## config.mk

```make
export PLATFORM = sky130hd
export DESIGN_NAME = dmem_port_arbiter
export DESIGN_NICKNAME = d
export VERILOG_FILES = /design/src/rtl/dmem_port_arbiter.sv
export SDC_FILE = /design/constraint.sdc
export NUM_CORES = 1
export LEC_CHECK = 0
export BUFFER_PORTS_ARGS = -buffer_cell sky130_fd_sc_hd__buf_2
export CAP_MARGIN = 20
export CORE_ASPECT_RATIO = 0.5
export CORE_UTILIZATION = 45
export CTS_CLUSTER_SIZE = 20
export DETAILED_ROUTE_END_ITERATION = 7
export PLACE_DENSITY = 0.94
export SLEW_MARGIN = 20
export SYNTH_ARGS = -nofsm -noshare
export SYNTH_HDL_FRONTEND = slang
export SYNTH_SLANG_ARGS = --single-unit
```

## constraint.sdc

```tcl
create_clock -name clk -period 3.95 [get_ports clk]
set_clock_uncertainty 0.1 [all_clocks]
set_input_delay 0 -clock clk [delete_from_list [all_inputs] [get_ports clk]]
set_output_delay 0 -clock clk [all_outputs]
set_load 0.03 [all_outputs]
```

## src/rtl/dmem_port_arbiter.sv

```systemverilog
// Data-memory port arbiter: shares dmem between the CPU load/store port and a
// debug burst port. The CPU normally wins; a starvation counter forces one
// debug slot (and one CPU stall cycle) after MAX_WAIT consecutive CPU wins.
//
// Handshake: a debug burst is accepted when dbg_start=1 is sampled in IDLE
// with dbg_len!=0. Each debug grant consumes one word: on a write burst
// dbg_wready=1 marks the cycle dbg_wdata is taken (the word must be held
// until then); on a read burst dbg_rvalid=1 qualifies dbg_rdata one cycle
// after the grant. dbg_done pulses for one cycle after the last word.
module dmem_port_arbiter #(
  parameter int ADDR_W   = 32,
  parameter int DATA_W   = 32,
  parameter int LEN_W    = 8,
  parameter int MAX_WAIT = 4
) (
  input  logic              clk,
  input  logic              reset,
  input  logic              cpu_mem_read,
  input  logic              cpu_mem_write,
  input  logic [ADDR_W-1:0] cpu_addr,
  input  logic [DATA_W-1:0] cpu_wdata,
  output logic [DATA_W-1:0] cpu_rdata,
  output logic              cpu_stall,
  input  logic              dbg_start,
  input  logic              dbg_we,
  input  logic [ADDR_W-1:0] dbg_base,
  input  logic [LEN_W-1:0]  dbg_len,
  input  logic [DATA_W-1:0] dbg_wdata,
  output logic              dbg_wready,
  output logic [DATA_W-1:0] dbg_rdata,
  output logic              dbg_rvalid,
  output logic              dbg_busy,
  output logic              dbg_done,
  output logic              mem_we,
  output logic [ADDR_W-1:0] mem_addr,
  output logic [DATA_W-1:0] mem_wdata,
  input  logic [DATA_W-1:0] mem_rdata
);

  localparam int WAIT_W = (MAX_WAIT < 1) ? 1 : $clog2(MAX_WAIT + 1);

  typedef enum logic {S_IDLE = 1'b0, S_BURST = 1'b1} state_t;

  state_t             state_q;
  state_t             state_d;
  logic               we_q;
  logic [ADDR_W-1:0]  addr_q;
  logic [LEN_W-1:0]   rem_q;
  logic [WAIT_W-1:0]  wait_cnt;

  logic               cpu_req;
  logic               in_burst;
  logic               wait_at_max;
  logic               last_word;
  logic               start_burst;
  logic               start_empty;
  logic               dbg_grant;

  // Word alignment drops the low base bits on purpose.
  logic               base_lo_unused;
  assign base_lo_unused = ^dbg_base[1:0];

  // Arbitration terms shared by the FSM, outputs and datapath.
  always_comb begin
    cpu_req     = cpu_mem_read | cpu_mem_write;
    in_burst    = (state_q == S_BURST);
    wait_at_max = (wait_cnt == WAIT_W'(MAX_WAIT));
    last_word   = (rem_q == LEN_W'(1));
    start_burst = (state_q == S_IDLE) && dbg_start && (dbg_len != '0);
    start_empty = (state_q == S_IDLE) && dbg_start && (dbg_len == '0);
    // Reset takes the slot away from debug so the CPU path drives dmem.
    dbg_grant   = in_burst && !reset && (!cpu_req || wait_at_max);
  end

  // FSM state register.
  always_ff @(posedge clk) begin
    if (reset) begin
      state_q <= S_IDLE;
    end else begin
      state_q <= state_d;
    end
  end

  // FSM next-state: leave IDLE on an accepted burst, return after the last grant.
  always_comb begin
    state_d = state_q;
    case (state_q)
      S_IDLE:  if (start_burst)            state_d = S_BURST;
      S_BURST: if (dbg_grant && last_word) state_d = S_IDLE;
      default:                             state_d = S_IDLE;
    endcase
  end

  // FSM outputs: memory mux, stall and write-handshake, all combinational.
  always_comb begin
    cpu_rdata  = mem_rdata;
    dbg_busy   = in_burst;
    cpu_stall  = in_burst && !reset && cpu_req && wait_at_max;
    dbg_wready = dbg_grant && we_q;
    mem_addr   = cpu_addr;
    mem_wdata  = cpu_wdata;
    mem_we     = 1'b0;
    if (dbg_grant) begin
      mem_addr  = addr_q;
      mem_wdata = dbg_wdata;
      mem_we    = we_q;
    end else if (!reset) begin
      mem_we    = cpu_mem_write;
    end
  end

  // Burst datapath: latch the request, advance per grant, count CPU wins.
  always_ff @(posedge clk) begin
    if (reset) begin
      we_q       <= 1'b0;
      addr_q     <= '0;
      rem_q      <= '0;
      wait_cnt   <= '0;
      dbg_rdata  <= '0;
      dbg_rvalid <= 1'b0;
      dbg_done   <= 1'b0;
    end else begin
      dbg_done   <= start_empty || (dbg_grant && last_word);
      dbg_rvalid <= dbg_grant && !we_q;
      if (dbg_grant && !we_q) begin
        dbg_rdata <= mem_rdata;
      end
      if (state_q == S_IDLE) begin
        wait_cnt <= '0;
        if (start_burst) begin
          we_q   <= dbg_we;
          addr_q <= {dbg_base[ADDR_W-1:2], 2'b00};
          rem_q  <= dbg_len;
        end
      end else if (dbg_grant) begin
        addr_q   <= addr_q + ADDR_W'(4);
        rem_q    <= rem_q - LEN_W'(1);
        wait_cnt <= '0;
      end else if (cpu_req) begin
        wait_cnt <= wait_cnt + WAIT_W'(1);
      end
    end
  end

endmodule
```

# Word level (Yosys, flattened, before mapping)

Index checks and enable logic that the tools add are counted.

Bits in registers: 79
Output and inout port bits: 134
Logic and storage cells: 50
Bits of input ports: 174

Bitwise gates (word level): 2
Equality and inequality tests: 3
$add $sub $neg: 3
Muxes and demuxes: 13
Reductions and logical operators: 21

Operators with widths:

| operator                                                                 | count |
|---|---|
| 32-bit two-way mux                                                       | 5 |
| 32-bit by 3-bit adder with 32-bit output (second input constant)         | 1 |
| 8-bit two-way mux                                                        | 3 |
| 1-bit logical AND                                                        | 10 |
| 8-bit by 1-bit equality test with 1-bit output (second input constant)   | 1 |
| 8-bit logical NOT                                                        | 1 |
| 8-bit nonzero test                                                       | 1 |
| 8-bit by 1-bit subtractor with 8-bit output (second input constant)      | 1 |
| 1-bit two-way mux                                                        | 4 |
| 2-bit AND reduction                                                      | 2 |
| 3-bit by 1-bit adder with 3-bit output (second input constant)           | 1 |
| 3-bit equality test (second input constant)                              | 1 |
| 1-bit logical NOT                                                        | 3 |
| 3-bit OR reduction                                                       | 1 |
| 1-bit logical OR                                                         | 2 |
| 2-bit by 1-bit inequality test with 1-bit output (second input constant) | 1 |
| 1-bit one-hot mux with 2 select lines                                    | 1 |
| 2-bit nonzero test                                                       | 1 |
| 1-bit NOT                                                                | 1 |
| 1-bit bitwise OR                                                         | 1 |

# Logic depth before layout (Yosys ltp)

Depth after elaboration: 7
Gate-level depth with buffers: 10
Depth with buffers taken out: 8

# Worst setup path after synthesis

Ideal clock, no wire load.

Path type: reg-to-output
From: register state_q, in the netlist dbg_busy
To: output mem_addr[18]
Arrival: 1948 ps
Path buffers: 2
Required time: 3850 ps
Slack: 1902 ps
Stages on the path, launching flop included: 6
Cell sequence: dfxtp_1 nor2b_1 nand2_1 clkbuf_1 clkbuf_1 o21ai_0

Cells in the longest elaborated chain, start to end: 3

RTL lines:

| element                         | line | RTL |
|---|---|---|
| from (decl)                     | 44   | `state_t state_q;` |
| from (signal assigned)          | 80   | `state_q <= state_d;` |
| 1-bit logical AND (2 in series) | 72   | `dbg_grant = in_burst && !reset && (!cpu_req \|\| wait_at_max);` |
| 32-bit two-way mux              | 103  | `if (dbg_grant) begin` |
| to (decl)                       | 35   | `output logic [ADDR_W-1:0] mem_addr,` |

No other way between the ends.

# Worst setup path after layout

From: register state_q, in the netlist dbg_busy
To: register addr_q[27]

Cells in the longest elaborated chain, start to end: 5
Elaborated cells between the ends (all ways): 9
Those cells by class: eq/ne (1); mux (1); bitwise (1); reduce/logical (6)

RTL lines:

| element                         | line | RTL |
|---|---|---|
| 1-bit NOT                       | --   |  |
| 1-bit logical AND (2 in series) | 69   | `start_burst = (state_q == S_IDLE) && dbg_start && (dbg_len != '0);` |
| 2-bit nonzero test (no line)    | --   |  |
| 2-bit AND reduction (no line)   | --   |  |
| to (signal assigned)            | 132  | `addr_q <= {dbg_base[ADDR_W-1:2], 2'b00};` |
| to (signal assigned)            | 136  | `addr_q <= addr_q + ADDR_W'(4);` |
| to (decl)                       | 47   | `logic [ADDR_W-1:0] addr_q;` |

Parallel ways exist; a longest one is shown, timed or not.
A chain may end at the register's enable or synchronous reset.

==> flow_summary.yaml <==
floorplan:
  core_area_mm2: 0.0104
  ioPinCount: 308
  die_area_mm2: 0.0114
  initial_utilization_pct: 47.3
  floorplan.rows: 26
  fp.dieW_um: 150
  die_y_um: 76.1
synth:
  synthArstFlopShare_pct: 0
  syn_area_per_cell_um2: 6.57
  synth.top_cell.area_share_pct: 31.2
  syn_inst: 753
  syn_nets: 932
  synth-edff-count: 0
  ys.flop_type: "dfxtp_1"
  synth_seq_area_share_pct: 31.2
  yosysTopAreaCell: "dfxtp_1"
  yosys_warnings: 0
  synth_cell_types: 57
  synthTopCellsByArea: "dfxtp_1 31%, nand2_1 21%, a21oi_1 7.3%, buf_4 4.9%, o21ai_0 3.8%"
  syn-cell-area_mm2: 0.00494
  ys_ff_latch: 77
sta:
  finalSetupViolCount: 0
  hold_viol_final: 0
  layout_min_cycle_time_ns: 2.79
  worstMarginPinSlew_ns: 0.983
  rsz0062_at_grt: "no"
  fin_crit_sh_pct: 70.7
  setup_tns_ns: 0
  fmax_mhz: 358
  slew_viol_final: 0
  relSlewSlack_pct: 34.4
critical_path:
  cp-end-kind: "flip-flop"
  startpoint: "dbg_busy$_SDFF_PP0_"
  path_max_fanout: 62
  arrival_ns: 2.89
  cp-start-kind: "flip-flop"
  required_ns: 4.04
  worst-r2r-cell-count: 6
  worstReg2RegStart: "dbg_busy$_SDFF_PP0_"
  path_class: "reg2reg"
status:
  outcome: "finished clean"
grt:
  grt_pass1_wl_mm: 29.8
  antenna_found_initial: 0
  grt_max_degree: 72
  grt_overflow: 0
  grt_pass1_vias: 6347
  grt_usage_pct: 32.4
clocking:
  clk_pin_slew_worst_paths_ns: 0.07
  cts_tree: "yes"
  cts-root-buf: "clkbuf_16"
  cts_num_sinks: 77
  cts_resized: 0
  cts_buffers: 9
  h-tree-depth: 3
  clk_path_buf_depth: 2
  clkLatencyLatePin_ns: 0.34
routing:
  via_count: 6697
  drt-initial-drc-count: 664
  drcViolationCount: 0
  routed_via_density: 5.58
  antenna_left: 0
  firstDrtPassIters: 6
  totalWireLength_mm: 18.9
  wire_per_inst_um: 15.7
final_layout:
  layout.nets: 1235
  area_growth_pct: 45.7
  stdcell_area_mm2: 0.00720
  diodes: 0
  drive_above_1_share_pct: 32.4
worst_hold_path:
  worstHoldPathCells: 4
  hp-start: "dbg_len[6]"
  holdCritPathClass: "in2reg"
power_and_ir_drop:
  power_density_mw_per_mm2: 331
  p_leak_uw: 0.00348
  ir_drop_mv: 0.254
place:
  port_buffers: 305
  dp_hpwl_mm: 11.6
  gp_congestion: 0.858
  dpl-instance-area_mm2: 0.00623
flow_run:
  maxCapViolations: 0
-- synthesized netlist by cell type (2+ instances only) --
master	instances
mux2i_1	4
nor2b_1	10
dfxtp_1	77
nand3_1	20
o31ai_1	2
a31oi_1	10
o21a_1	2
buf_2	7
nand2_1	280
a211oi_2	5
inv_1	10
o31a_1	3
buf_4	32
nand4_1	6
o22ai_1	5
o221a_2	2
nor3b_1	3
o21ai_0	38
o32ai_1	4
nor3_1	12
nor4_1	7
a22o_1	2
buf_1	8
o2bb2ai_1	5
and4_1	6
buf_6	3
and2_1	10
a21boi_0	2
a21oi_1	72
ha_1	5
a211oi_1	2
and3_1	9
or4_1	2
or3_1	2
clkinv_1	2
nor2_1	30
clkbuf_1	34
-- timing repair --
action / CTS / global route
hold buffers: 65 / 0
endpoints found under the hold margin: 63 / 0
buffers inserted: 0 / 0
-- flip-flops by register name, indices dropped and copies added, names as in the netlist --
signal      count
dbg_rvalid      1
rem_q           8
dbg_done        1
dbg_rdata      32
addr_q         30
we_q            1
wait_cnt        3
dbg_busy        1
-- worst paths after layout --
kind / to / slack, ns
worst max-delay path: addr_q[27]$_SDFFE_PP0P_ / 1.16
worst min-delay path: rem_q[6]$_SDFFE_PP0P_ / 0.005
worst max register to register: addr_q[27]$_SDFFE_PP0P_ / 1.16
worst min register to register: dbg_rdata[17]$_SDFFE_PP0P_ / 0.35
-- where the power goes --
part | switching, uW | internal, uW
registers | 50.3 | 815
clock network | 356 | 556
logic | 367 | 238
total | 774 | 1610
-- worst max-delay path, cell delays in order (launching register included) --
cell	delay, ns
dfxtp_1	0.69
nor2b_1	0.29
and2_2	0.20
buf_4	0.53
nor2_4	0.30
a211oi_1	0.39
o21ai_0	0.13
-- kinds of logic after synthesis --
group / after synthesis / share of synthesized area (%)
DFF: 77 / 31.2
and+or+nand+nor: 404 / 35.4
buffers and inverters: 97 / 10.5
muxes: 5 / 1.04
AOI/OAI and AO/OA: 164 / 20.5
adders and majority gates: 5 / 1.27
xor gates and xnor gates: 1 / 0.177
-- through the flow --
step	setup WS, ns	util, %	hold WS, ns	std cells	total power, uW
CTS	1.28	69.0	0.000432	1201	2370
global route	0.966	69.0	0.0231	1201	2470
global placement	1.40	59.7	0.121	1120	1400
floorplan	1.90	-	0.0304	753	1240
finish	1.16	69.0	0.00482	1201	2380
detailed placement	1.29	59.7	0.147	1120	1410
-- routing by layer --
metal  track usage [%]  wire length (um)  vias to the layer above
met5                 0                 0                        -
met4              20.7              1080                        0
met3              7.78              1590                      120
met2              56.0              9150                      432
met1              35.6              7030                     3016
li1                  -                 -                     3129
-- layout make-up --
class / instances / area, um2
Clock inverter: 7 / 98.8
Tap cell: 140 / 175
Timing Repair Buffer: 377 / 2230
Multi-Input combinational cell: 579 / 2890
Fill cell: 781 / 3240
Sequential cell: 77 / 1540
Inverter: 12 / 45.0
Clock buffer: 9 / 225
-- cells in the final DEF, fill, tap and decap left out, types with 9 or more instances in the layout --
master / netlist / layout
buf_2: 7 / 305
nand2_1: 280 / 279
dfxtp_1: 77 / 77
a21oi_1: 72 / 72
dlygate4sd3_1: 0 / 65
o21ai_0: 38 / 38
nor2_1: 30 / 30
nand3_1: 20 / 20
nor3_1: 12 / 12
inv_1: 10 / 10
nor2b_1: 10 / 10
a31oi_1: 10 / 10
and2_1: 10 / 9
and3_1: 9 / 9
clkbuf_16: 0 / 9
Note: power is estimated with default switching activity, not from simulation.
